[config.mk]
export PLATFORM = sky130hd
export DESIGN_NAME = gpio_ctrl_gen2
export DESIGN_NICKNAME = d
export VERILOG_FILES = /design/src/rtl/gpio_ctrl_gen2_pkg.sv /design/src/rtl/gpio_ctrl_gen2_deb.sv /design/src/rtl/gpio_ctrl_gen2.sv
export SDC_FILE = /design/constraint.sdc
export NUM_CORES = 1
export LEC_CHECK = 0
export BUFFER_PORTS_ARGS = -buffer_cell sky130_fd_sc_hd__buf_4
export CORE_MARGIN = 2
export CORE_UTILIZATION = 45
export DETAILED_ROUTE_END_ITERATION = 16
export PLACE_DENSITY = 0.67
export SLEW_MARGIN = 20
export SYNTH_ARGS = -nofsm -noshare
export SYNTH_HDL_FRONTEND = slang
export SYNTH_SLANG_ARGS = --single-unit
export TNS_END_PERCENT = 50
[constraint.sdc]
create_clock -name pclk -period 10.4 [get_ports pclk]
set_input_delay 1.56 -clock pclk [delete_from_list [all_inputs] [get_ports pclk]]
set_output_delay 1.56 -clock pclk [all_outputs]
set_load 0.1 [all_outputs]
[src/rtl/gpio_ctrl_gen2_pkg.sv]
// -----------------------------------------------------------------------------
// gpio_ctrl_gen2_pkg
// Shared definitions for the GPIO controller: APB register byte offsets,
// register reset values, the debounce sample count and the address decoder
// that maps a byte address onto a register select.
// -----------------------------------------------------------------------------
package gpio_ctrl_gen2_pkg;

   // Register byte offsets (paddr[1:0] are ignored by the decoder)
   localparam logic [5:0] OFF_DOUT  = 6'h00;
   localparam logic [5:0] OFF_DIR   = 6'h04;
   localparam logic [5:0] OFF_DIN   = 6'h08;
   localparam logic [5:0] OFF_IEN   = 6'h0C;
   localparam logic [5:0] OFF_ITYPE = 6'h10;
   localparam logic [5:0] OFF_IPOL  = 6'h14;
   localparam logic [5:0] OFF_ISTAT = 6'h18;
   localparam logic [5:0] OFF_IBOTH = 6'h1C;
   localparam logic [5:0] OFF_DBPRE = 6'h20;

   // Reset values
   localparam logic [31:0] RST_REG   = 32'h0000_0000;
   localparam logic [15:0] RST_DBPRE = 16'h0000;

   // Consecutive equal tick samples needed before a debounced pin follows
   localparam int DEB_SAMPLES = 3;

   typedef enum logic [3:0] {
      SEL_DOUT,
      SEL_DIR,
      SEL_DIN,
      SEL_IEN,
      SEL_ITYPE,
      SEL_IPOL,
      SEL_ISTAT,
      SEL_IBOTH,
      SEL_DBPRE,
      SEL_NONE
   } reg_sel_e;

   // Map a byte address onto a register select; unmapped words give SEL_NONE
   function automatic reg_sel_e decode_addr(input logic [5:0] addr);
      reg_sel_e sel;
      case (addr[5:2])
         OFF_DOUT[5:2]:  sel = SEL_DOUT;
         OFF_DIR[5:2]:   sel = SEL_DIR;
         OFF_DIN[5:2]:   sel = SEL_DIN;
         OFF_IEN[5:2]:   sel = SEL_IEN;
         OFF_ITYPE[5:2]: sel = SEL_ITYPE;
         OFF_IPOL[5:2]:  sel = SEL_IPOL;
         OFF_ISTAT[5:2]: sel = SEL_ISTAT;
         OFF_IBOTH[5:2]: sel = SEL_IBOTH;
         OFF_DBPRE[5:2]: sel = SEL_DBPRE;
         default:        sel = SEL_NONE;
      endcase
      return sel;
   endfunction

endpackage

[src/rtl/gpio_ctrl_gen2_deb.sv]
// -----------------------------------------------------------------------------
// gpio_ctrl_gen2_deb
// Single-pin debounce filter. On every prescaler tick the synchronised pin is
// sampled; the filtered output only follows once DEB_SAMPLES consecutive tick
// samples agree.
// Ports:
//   clk       - clock, rising edge
//   rst       - asynchronous active-high reset (clears history and output)
//   tick      - shared prescaler strobe, one cycle wide
//   sample_in - synchronised pin value
//   filt_out  - debounced pin value (registered)
// -----------------------------------------------------------------------------
module gpio_ctrl_gen2_deb
   import gpio_ctrl_gen2_pkg::*;
(
   input  logic clk,
   input  logic rst,
   input  logic tick,
   input  logic sample_in,
   output logic filt_out
);

   // Only the previous DEB_SAMPLES-1 samples are stored; the current input
   // completes the window.
   logic [DEB_SAMPLES-2:0] hist_r;
   logic [DEB_SAMPLES-1:0] window_s;
   logic                   filt_r;

   // Sample window formed from stored history plus the live sample
   always_comb begin
      window_s = {hist_r, sample_in};
   end

   // History shift and filtered output update on prescaler ticks
   always_ff @(posedge clk or posedge rst) begin
      if (rst) begin
         hist_r <= {(DEB_SAMPLES-1){1'b0}};
         filt_r <= 1'b0;
      end else if (tick) begin
         hist_r <= window_s[DEB_SAMPLES-2:0];
         if (&window_s) begin
            filt_r <= 1'b1;
         end else if (~|window_s) begin
            filt_r <= 1'b0;
         end else begin
            filt_r <= filt_r;
         end
      end else begin
         hist_r <= hist_r;
         filt_r <= filt_r;
      end
   end

   assign filt_out = filt_r;

endmodule

[src/rtl/gpio_ctrl_gen2.sv]
// -----------------------------------------------------------------------------
// gpio_ctrl_gen2
// APB-programmable GPIO block: output data/direction, synchronised inputs and
// per-pin interrupts (level or edge, selectable polarity, both-edge option,
// write-1-to-clear status, registered interrupt line).
// Optional feature: define GPIO_CTRL_GEN2_DEBOUNCE_EN to add the DBPRE
// register (0x20) and a per-pin debounce filter after the synchroniser.
// Ports:
//   pclk, p_reset            - clock and asynchronous active-high reset
//   psel, penable, pwrite    - APB control
//   paddr[5:0], pwdata[31:0] - APB address / write data
//   prdata[31:0]             - APB read data (combinational)
//   gpio_pin_in              - asynchronous pin inputs
//   tri_state_enable         - DFT override, forces drivers off
//   gpio_pin_out             - pin drive values
//   n_gpio_pin_oe            - active-low output enables
//   gpio_int                 - registered interrupt
// -----------------------------------------------------------------------------
module gpio_ctrl_gen2
   import gpio_ctrl_gen2_pkg::*;
#(
   parameter int WIDTH       = 16,
   parameter int SYNC_STAGES = 2
) (
   input  logic             pclk,
   input  logic             p_reset,
   input  logic             psel,
   input  logic             penable,
   input  logic             pwrite,
   input  logic [5:0]       paddr,
   input  logic [31:0]      pwdata,
   output logic [31:0]      prdata,
   input  logic [WIDTH-1:0] gpio_pin_in,
   input  logic [WIDTH-1:0] tri_state_enable,
   output logic [WIDTH-1:0] gpio_pin_out,
   output logic [WIDTH-1:0] n_gpio_pin_oe,
   output logic             gpio_int
);

   logic [WIDTH-1:0] dout_r;
   logic [WIDTH-1:0] dir_r;
   logic [WIDTH-1:0] ien_r;
   logic [WIDTH-1:0] itype_r;
   logic [WIDTH-1:0] ipol_r;
   logic [WIDTH-1:0] istat_r;
   logic [WIDTH-1:0] iboth_r;
   logic [WIDTH-1:0] prev_r;
   logic [WIDTH-1:0] sync_r [SYNC_STAGES];
   logic             gpio_int_r;

   logic [WIDTH-1:0] filt_s;
   logic [WIDTH-1:0] rise_s;
   logic [WIDTH-1:0] fall_s;
   logic [WIDTH-1:0] set_s;
   logic [WIDTH-1:0] clr_s;
   logic [WIDTH-1:0] wdata_s;
   logic [31:0]      rdata_s;
   logic             wr_en_s;
   reg_sel_e         sel_s;

   // Address bits [1:0] and data bits above WIDTH carry no information
   logic unused_s;
   assign unused_s = &{1'b0, paddr[1:0], pwdata};

   assign wr_en_s = psel & penable & pwrite;
   assign sel_s   = decode_addr(paddr);
   assign wdata_s = pwdata[WIDTH-1:0];

   // Input synchroniser chain
   always_ff @(posedge pclk or posedge p_reset) begin
      if (p_reset) begin
         for (int i = 0; i < SYNC_STAGES; i++) begin
            sync_r[i] <= RST_REG[WIDTH-1:0];
         end
      end else begin
         sync_r[0] <= gpio_pin_in;
         for (int i = 1; i < SYNC_STAGES; i++) begin
            sync_r[i] <= sync_r[i-1];
         end
      end
   end

`ifdef GPIO_CTRL_GEN2_DEBOUNCE_EN
   logic [15:0] dbpre_r;
   logic [15:0] pre_cnt_r;
   logic        tick_s;

   // ">=" keeps the tick period sane if DBPRE is lowered mid-count
   assign tick_s = (pre_cnt_r >= dbpre_r);

   // Debounce prescaler register
   always_ff @(posedge pclk or posedge p_reset) begin
      if (p_reset) begin
         dbpre_r <= RST_DBPRE;
      end else if (wr_en_s && (sel_s == SEL_DBPRE)) begin
         dbpre_r <= pwdata[15:0];
      end else begin
         dbpre_r <= dbpre_r;
      end
   end

   // Shared prescaler: one tick every DBPRE+1 cycles
   always_ff @(posedge pclk or posedge p_reset) begin
      if (p_reset) begin
         pre_cnt_r <= 16'h0000;
      end else if (tick_s) begin
         pre_cnt_r <= 16'h0000;
      end else begin
         pre_cnt_r <= pre_cnt_r + 16'h0001;
      end
   end

   for (genvar g = 0; g < WIDTH; g++) begin : g_deb
      gpio_ctrl_gen2_deb u_deb (
         .clk       (pclk),
         .rst       (p_reset),
         .tick      (tick_s),
         .sample_in (sync_r[SYNC_STAGES-1][g]),
         .filt_out  (filt_s[g])
      );
   end
`else
   assign filt_s = sync_r[SYNC_STAGES-1];
`endif

   // Control registers (ISTAT is handled separately)
   always_ff @(posedge pclk or posedge p_reset) begin
      if (p_reset) begin
         dout_r  <= RST_REG[WIDTH-1:0];
         dir_r   <= RST_REG[WIDTH-1:0];
         ien_r   <= RST_REG[WIDTH-1:0];
         itype_r <= RST_REG[WIDTH-1:0];
         ipol_r  <= RST_REG[WIDTH-1:0];
         iboth_r <= RST_REG[WIDTH-1:0];
      end else if (wr_en_s) begin
         case (sel_s)
            SEL_DOUT:  dout_r  <= wdata_s;
            SEL_DIR:   dir_r   <= wdata_s;
            SEL_IEN:   ien_r   <= wdata_s;
            SEL_ITYPE: itype_r <= wdata_s;
            SEL_IPOL:  ipol_r  <= wdata_s;
            SEL_IBOTH: iboth_r <= wdata_s;
            default:   ;
         endcase
      end else begin
         dout_r <= dout_r;
      end
   end

   // Interrupt source detection; prev tracks the filtered value one cycle late
   always_comb begin
      rise_s = filt_s & ~prev_r;
      fall_s = ~filt_s & prev_r;
      set_s  = (itype_r & ((iboth_r & (rise_s | fall_s)) |
                           (~iboth_r & ((ipol_r & rise_s) | (~ipol_r & fall_s))))) |
               (~itype_r & ~(filt_s ^ ipol_r));
      if (wr_en_s && (sel_s == SEL_ISTAT)) begin
         clr_s = wdata_s;
      end else begin
         clr_s = {WIDTH{1'b0}};
      end
   end

   // ISTAT with set-over-clear priority, previous-value and interrupt registers
   always_ff @(posedge pclk or posedge p_reset) begin
      if (p_reset) begin
         istat_r    <= RST_REG[WIDTH-1:0];
         prev_r     <= RST_REG[WIDTH-1:0];
         gpio_int_r <= 1'b0;
      end else begin
         istat_r    <= (istat_r & ~clr_s) | set_s;
         prev_r     <= filt_s;
         gpio_int_r <= |(istat_r & ien_r);
      end
   end

   // APB read mux, zero outside a read access
   always_comb begin
      rdata_s = 32'h0000_0000;
      if (psel && !pwrite) begin
         case (sel_s)
            SEL_DOUT:  rdata_s = 32'(dout_r);
            SEL_DIR:   rdata_s = 32'(dir_r);
            SEL_DIN:   rdata_s = 32'(filt_s);
            SEL_IEN:   rdata_s = 32'(ien_r);
            SEL_ITYPE: rdata_s = 32'(itype_r);
            SEL_IPOL:  rdata_s = 32'(ipol_r);
            SEL_ISTAT: rdata_s = 32'(istat_r);
            SEL_IBOTH: rdata_s = 32'(iboth_r);
`ifdef GPIO_CTRL_GEN2_DEBOUNCE_EN
            SEL_DBPRE: rdata_s = {16'h0000, dbpre_r};
`endif
            default:   rdata_s = 32'h0000_0000;
         endcase
      end else begin
         rdata_s = 32'h0000_0000;
      end
   end

   assign prdata        = rdata_s;
   assign gpio_pin_out  = dout_r;
   assign n_gpio_pin_oe = ~(dir_r & ~tri_state_enable);
   assign gpio_int      = gpio_int_r;

endmodule

# Yosys cells after proc, flatten, opt, wreduce, memory -nomap -nowiden

Memory sizes are Yosys's and may differ from the RTL's.
Index checks and enable logic that the tools add are counted.

Word-level logic and storage cells: 61
Output and inout bits: 65
ROM bits: 64
Memories kept: 1
Bits of input ports: 75
Flip-flop bits (word level): 161

Eq/ne operators: 7
Reduce and logical (&&, ||, !) cells: 11
Bitwise gates (word level): 28
Muxes and demuxes: 3

Memory list:

| memory          | depth | width | read ports | clocked after memory_dff | write ports | line                     | text |
|---|---|---|---|---|---|---|---|
| (no name shown) | 16    | 4     | 1          | 0                        | 0           | gpio_ctrl_gen2_pkg.sv:43 | `case (addr[5:2])` |

Operators by type and width:

| kind                 | number |
|---|---|
| $and A16 B16 Y16     | 11 |
| $not A16 Y16         | 9 |
| $pmux W16 S8         | 1 |
| $or A16 B16 Y16      | 5 |
| $mux W32             | 1 |
| $eq A4 B3 Y1 const B | 4 |
| $mux W16             | 1 |
| $reduce_or A16 Y1    | 1 |
| $xor A16 B16 Y16     | 1 |
| $reduce_and A2 Y1    | 6 |
| $eq A4 B2 Y1 const B | 2 |
| $eq A4 B1 Y1 const B | 1 |
| $logic_not A4 Y1     | 1 |
| $and A1 B1 Y1        | 2 |
| $logic_and A1 B1 Y1  | 2 |
| $logic_not A1 Y1     | 1 |

# Logic depth before layout (Yosys ltp)

Word-level depth: 9
Mapped depth: 7
Depth with buffers taken out: 5

# Worst setup path before layout

Ideal clock, no wire load.

Kind: input-to-output
From: input paddr[5]
To: output prdata[12]
Arrival time: 4.172 ns
Cell stages on the path: 6
Buffers on the path: 3
Setup slack: 4.668 ns
Data required time: 8.840 ns
Path through: buf_6 > and4bb_2 > buf_2 > clkbuf_1 > a22oi_1 > a31oi_1

Cells in the longest elaborated chain, start to end: 4
Elaborated cells between the ends (all ways): 11
Classes of those cells: eq/ne (7); mux (2); reduce/logical (1); memory (1)

Ends and longest elaborated chain:

| what                                 | line                  | text |
|---|---|---|
| start, declared                      | gpio_ctrl_gen2.sv:30  | `input logic [5:0] paddr,` |
| $mem_v2 Z16 W4 *                     | --                    |  |
| $eq A4 B3 Y1 (tied with other cells) | gpio_ctrl_gen2.sv:181 | `case (sel_s)` |
| $pmux W16 S8 *                       | gpio_ctrl_gen2.sv:181 |  |
| $mux W32 *                           | gpio_ctrl_gen2.sv:180 | `if (psel && !pwrite) begin` |
| end, declared                        | gpio_ctrl_gen2.sv:32  | `output logic [31:0] prdata,` |

Mark *: on every way between the ends. The rest lies on a longest branch, timed or not.

# Worst setup path after layout

From: input paddr[5]
To: output prdata[6]

The elaborated chain is that of the path after synthesis.

==> flow_metrics.py <==
metrics = {
    "status": {
        "status": "completed",
    },
    "sta": {
        "slew_viol_final": 0,
        "rsz0062_at_grt": "false",
        "finalHoldViolCount": 0,
        "setup_viol": 0,
        "tightestPinTransition_ns": 1.15,
        "timing.final.crit_share_pct": 49.9,
        "period_minus_slack_ns": 5.19,
        "hold_ws_ns": 0.350,
        "fmax_ghz": 0.193,
        "finalClockSkew_ns": 0.00991,
        "tns_ns": 0,
        "slew_headroom_pct": 23.5,
    },
    "synth": {
        "synth_cell_type_count": 31,
        "yosys-top-cells-area": "dfrtp_1, mux2_2, mux2_1, ha_1, a22oi_1",
        "synth_flop_cell": "dfrtp_1",
        "ys_ff_latch": 161,
        "synth.top_cell.area_share_pct": 51.7,
        "netlist_area_mm2": 0.00780,
        "yosysTopAreaCell": "dfrtp_1",
        "synth-async-reset-ratio_pct": 100,
        "synth_edf_count": 0,
        "syn_inst": 604,
        "ys_seq_area_share_pct": 51.7,
        "yosysWarnings": 0,
        "syn_avg_cell_area_um2": 12.9,
    },
    "floorplanning": {
        "ios": 140,
        "fp.dieH_um": 136,
        "rows": 48,
        "start_util_pct": 45.6,
        "core-area_mm2": 0.0171,
        "die_area_mm2": 0.0184,
        "die_w_um": 136,
    },
    "route": {
        "vias": 5258,
        "first_pass_iters": 5,
        "wl_per_cell_um": 19.8,
        "highest_layer": "met4",
        "wl_mm": 18.6,
        "drc": 0,
        "antenna_left": 0,
        "detailroute.wirelength.met2_mm": 9.01,
        "vias_per_cell": 5.58,
        "drt-met1-wl_mm": 8.14,
        "drt_iter0_drc": 403,
        "route.met3.wl_mm": 1.07,
    },
    "cts": {
        "clk_pin_slew_ns": 0.07,
        "numCtsBuffers": 17,
        "cts_sinks": 161,
        "cts_root_buffer": "clkbuf_16",
        "cts_hold_repair.buffers": 0,
        "cts_resized": 0,
        "clockBufferDepth": 2,
        "cts_tree": "done",
        "cts_setup_buffers": 0,
        "clk_latency_ns": 0.43,
        "htreeDepth": 4,
    },
    "power_and_ir_drop": {
        "clockPowerShare_pct": 38.3,
        "worst_ir_drop_vdd_v": 0.000128,
        "comb_power_share_pct": 18.0,
        "p_seq_share_pct": 43.8,
        "p_int_mw": 1.17,
        "switchingPower_mw": 0.529,
        "powerDensity_mw_per_mm2": 184,
        "p_leak_nw": 4.36,
        "switching_share_pct": 31.1,
    },
    "grt": {
        "grt_use_total_pct": 21.4,
        "grt_pass1_wl_mm": 29.4,
        "grt.overflow.total": 0,
        "antenna_found_initial": 0,
        "grt_max_degree": 95,
        "grt_pass1_vias": 5374,
    },
    "worst_setup_path": {
        "crit_chain": "buf_4 -> and4b_1 -> a22o_1 -> a221oi_1 -> a31oi_1 -> buf_4",
        "crit_path_max_fanout": 17,
        "crit_top_cell": "buf_4",
        "slowest_delay_ns": 0.93,
        "critPathLaunchType": "input pin",
        "criticalPathCategory": "input pin to output port",
        "worstPathRequired_ns": 8.84,
        "critPathArrivalTime_ns": 3.63,
        "cp_slowest_cell": "and4b_1",
        "critPathCaptureType": "output port",
        "reg2reg_depth": 5,
    },
    "flow_run": {
        "cap_viol_max_count": 0,
    },
    "worst_hold_path": {
        "hold_class": "flop to flop",
        "whs_path_depth": 0,
    },
    "placement": {
        "io_buffer_count": 105,
        "gp_congestion": 0.824,
        "hpwlAfterDp_mm": 11.9,
        "dpl.cell_count": 910,
    },
    "finish": {
        "fin_cells": 942,
        "diodes": 0,
        "final_nets": 811,
        "area_growth_pct": 18.8,
        "drive_gt1_share_pct": 30.3,
    },
}
cell type report:
type	count	area, um2
Clock buffer	18	439
Clock inverter	14	180
Fill cell	1464	7850
Inverter	49	189
Multi-Input combinational cell	362	3300
Sequential cell	161	4030
Tap cell	225	282
Timing Repair Buffer	113	848
placed cells by master (no fill, tap or decap), types with 20 or more instances in the layout:
| cell type | synthesis | routed |
|---|---|---|
| inv_1 | 49 | 48 |
| a22o_1 | 20 | 20 |
| a221oi_1 | 20 | 20 |
| ha_1 | 32 | 32 |
| mux2_2 | 52 | 52 |
| mux2_1 | 50 | 50 |
| a22oi_1 | 32 | 32 |
| buf_4 | 20 | 113 |
| dfrtp_1 | 161 | 161 |
| o211ai_1 | 32 | 32 |
power by group through the flow:
stage          clock network, mW  registers [mW]  logic [mW]
2_1_floorplan                  0           0.804       0.179
3_3_place_gp                   0           0.752       0.300
3_5_place_dp                   0           0.756       0.307
4_1_cts                    0.662           0.745       0.308
5_1_grt                    0.693           0.755       0.325
6_report                   0.651           0.746       0.306
kinds of logic (layout without fill, tap and decap cells):
kind of cell / Yosys count / count (layout) / share of synthesized area, %
AO/OA/AOI/OAI: 136 / 136 / 13.0
buffers and inverters: 96 / 194 / 7.06
AND/OR/NAND/NOR: 50 / 50 / 4.68
other: 1 / 16 / 0.0481
multiplexers: 112 / 112 / 16.7
XOR/XNOR: 16 / 16 / 1.80
adder cells (fa/ha/maj): 32 / 32 / 5.13
flip-flops: 161 / 161 / 51.7
worst paths after layout:
check,slack [ns],start,to
setup / recovery,5.21,paddr[5],prdata[6]
setup reg to reg,9.00,filt_s[15],istat_r[15]
max in group asynchronous,7.67,p_reset,iboth_r[3]
min in group asynchronous,1.30,p_reset,sync_r[23]
hold / removal,0.35,sync_r[16],filt_s[0]
hold reg to reg,0.35,sync_r[16],filt_s[0]
per-layer routing:
metal  up-vias  track usage [%]
li1       2365                -
met1      2663             28.0
met2       190             34.5
met3        40             5.27
met4         0             7.70
met5         -                0
state kept, by name, indices dropped and copies added (netlist names):
register and count:
itype_r 16, iboth_r 16, istat_r 16, gpio_pin_out 16
sync_r 16, filt_s 16, dir_r 16, ipol_r 16
ien_r 16, prev_r 16, gpio_int 1
cells in the mapped netlist (all sizes together) (2+ instances only):
cell type  instances
o21ai             16
ha                32
mux2             112
xor2              16
a221oi            20
a31oi             16
clkbuf             6
inv               49
a22oi             32
nor4b              3
nor4bb             2
o211ai            32
and2b              5
dfrtp            161
nand2b            17
nand2             16
buf               41
a22o              20
worst max-delay path: cells and delay by family:
family          cells  cell delay, ns
simple gates        1            0.93
compound gates      3            0.62
buf+inv             2            0.51
metrics by stage:
stage	total power [mW]	area, um2	setup WS [ns]	utilization, %
3_5_place_dp	1.06	8650	5.20	50.5
3_3_place_gp	1.05	8650	5.19	50.5
5_1_grt	1.77	9270	5.13	54.1
2_1_floorplan	0.983	7860	4.49	-
6_report	1.70	9270	5.21	54.1
4_1_cts	1.72	9270	5.19	54.1
Note: power is estimated with default switching activity, not from simulation.
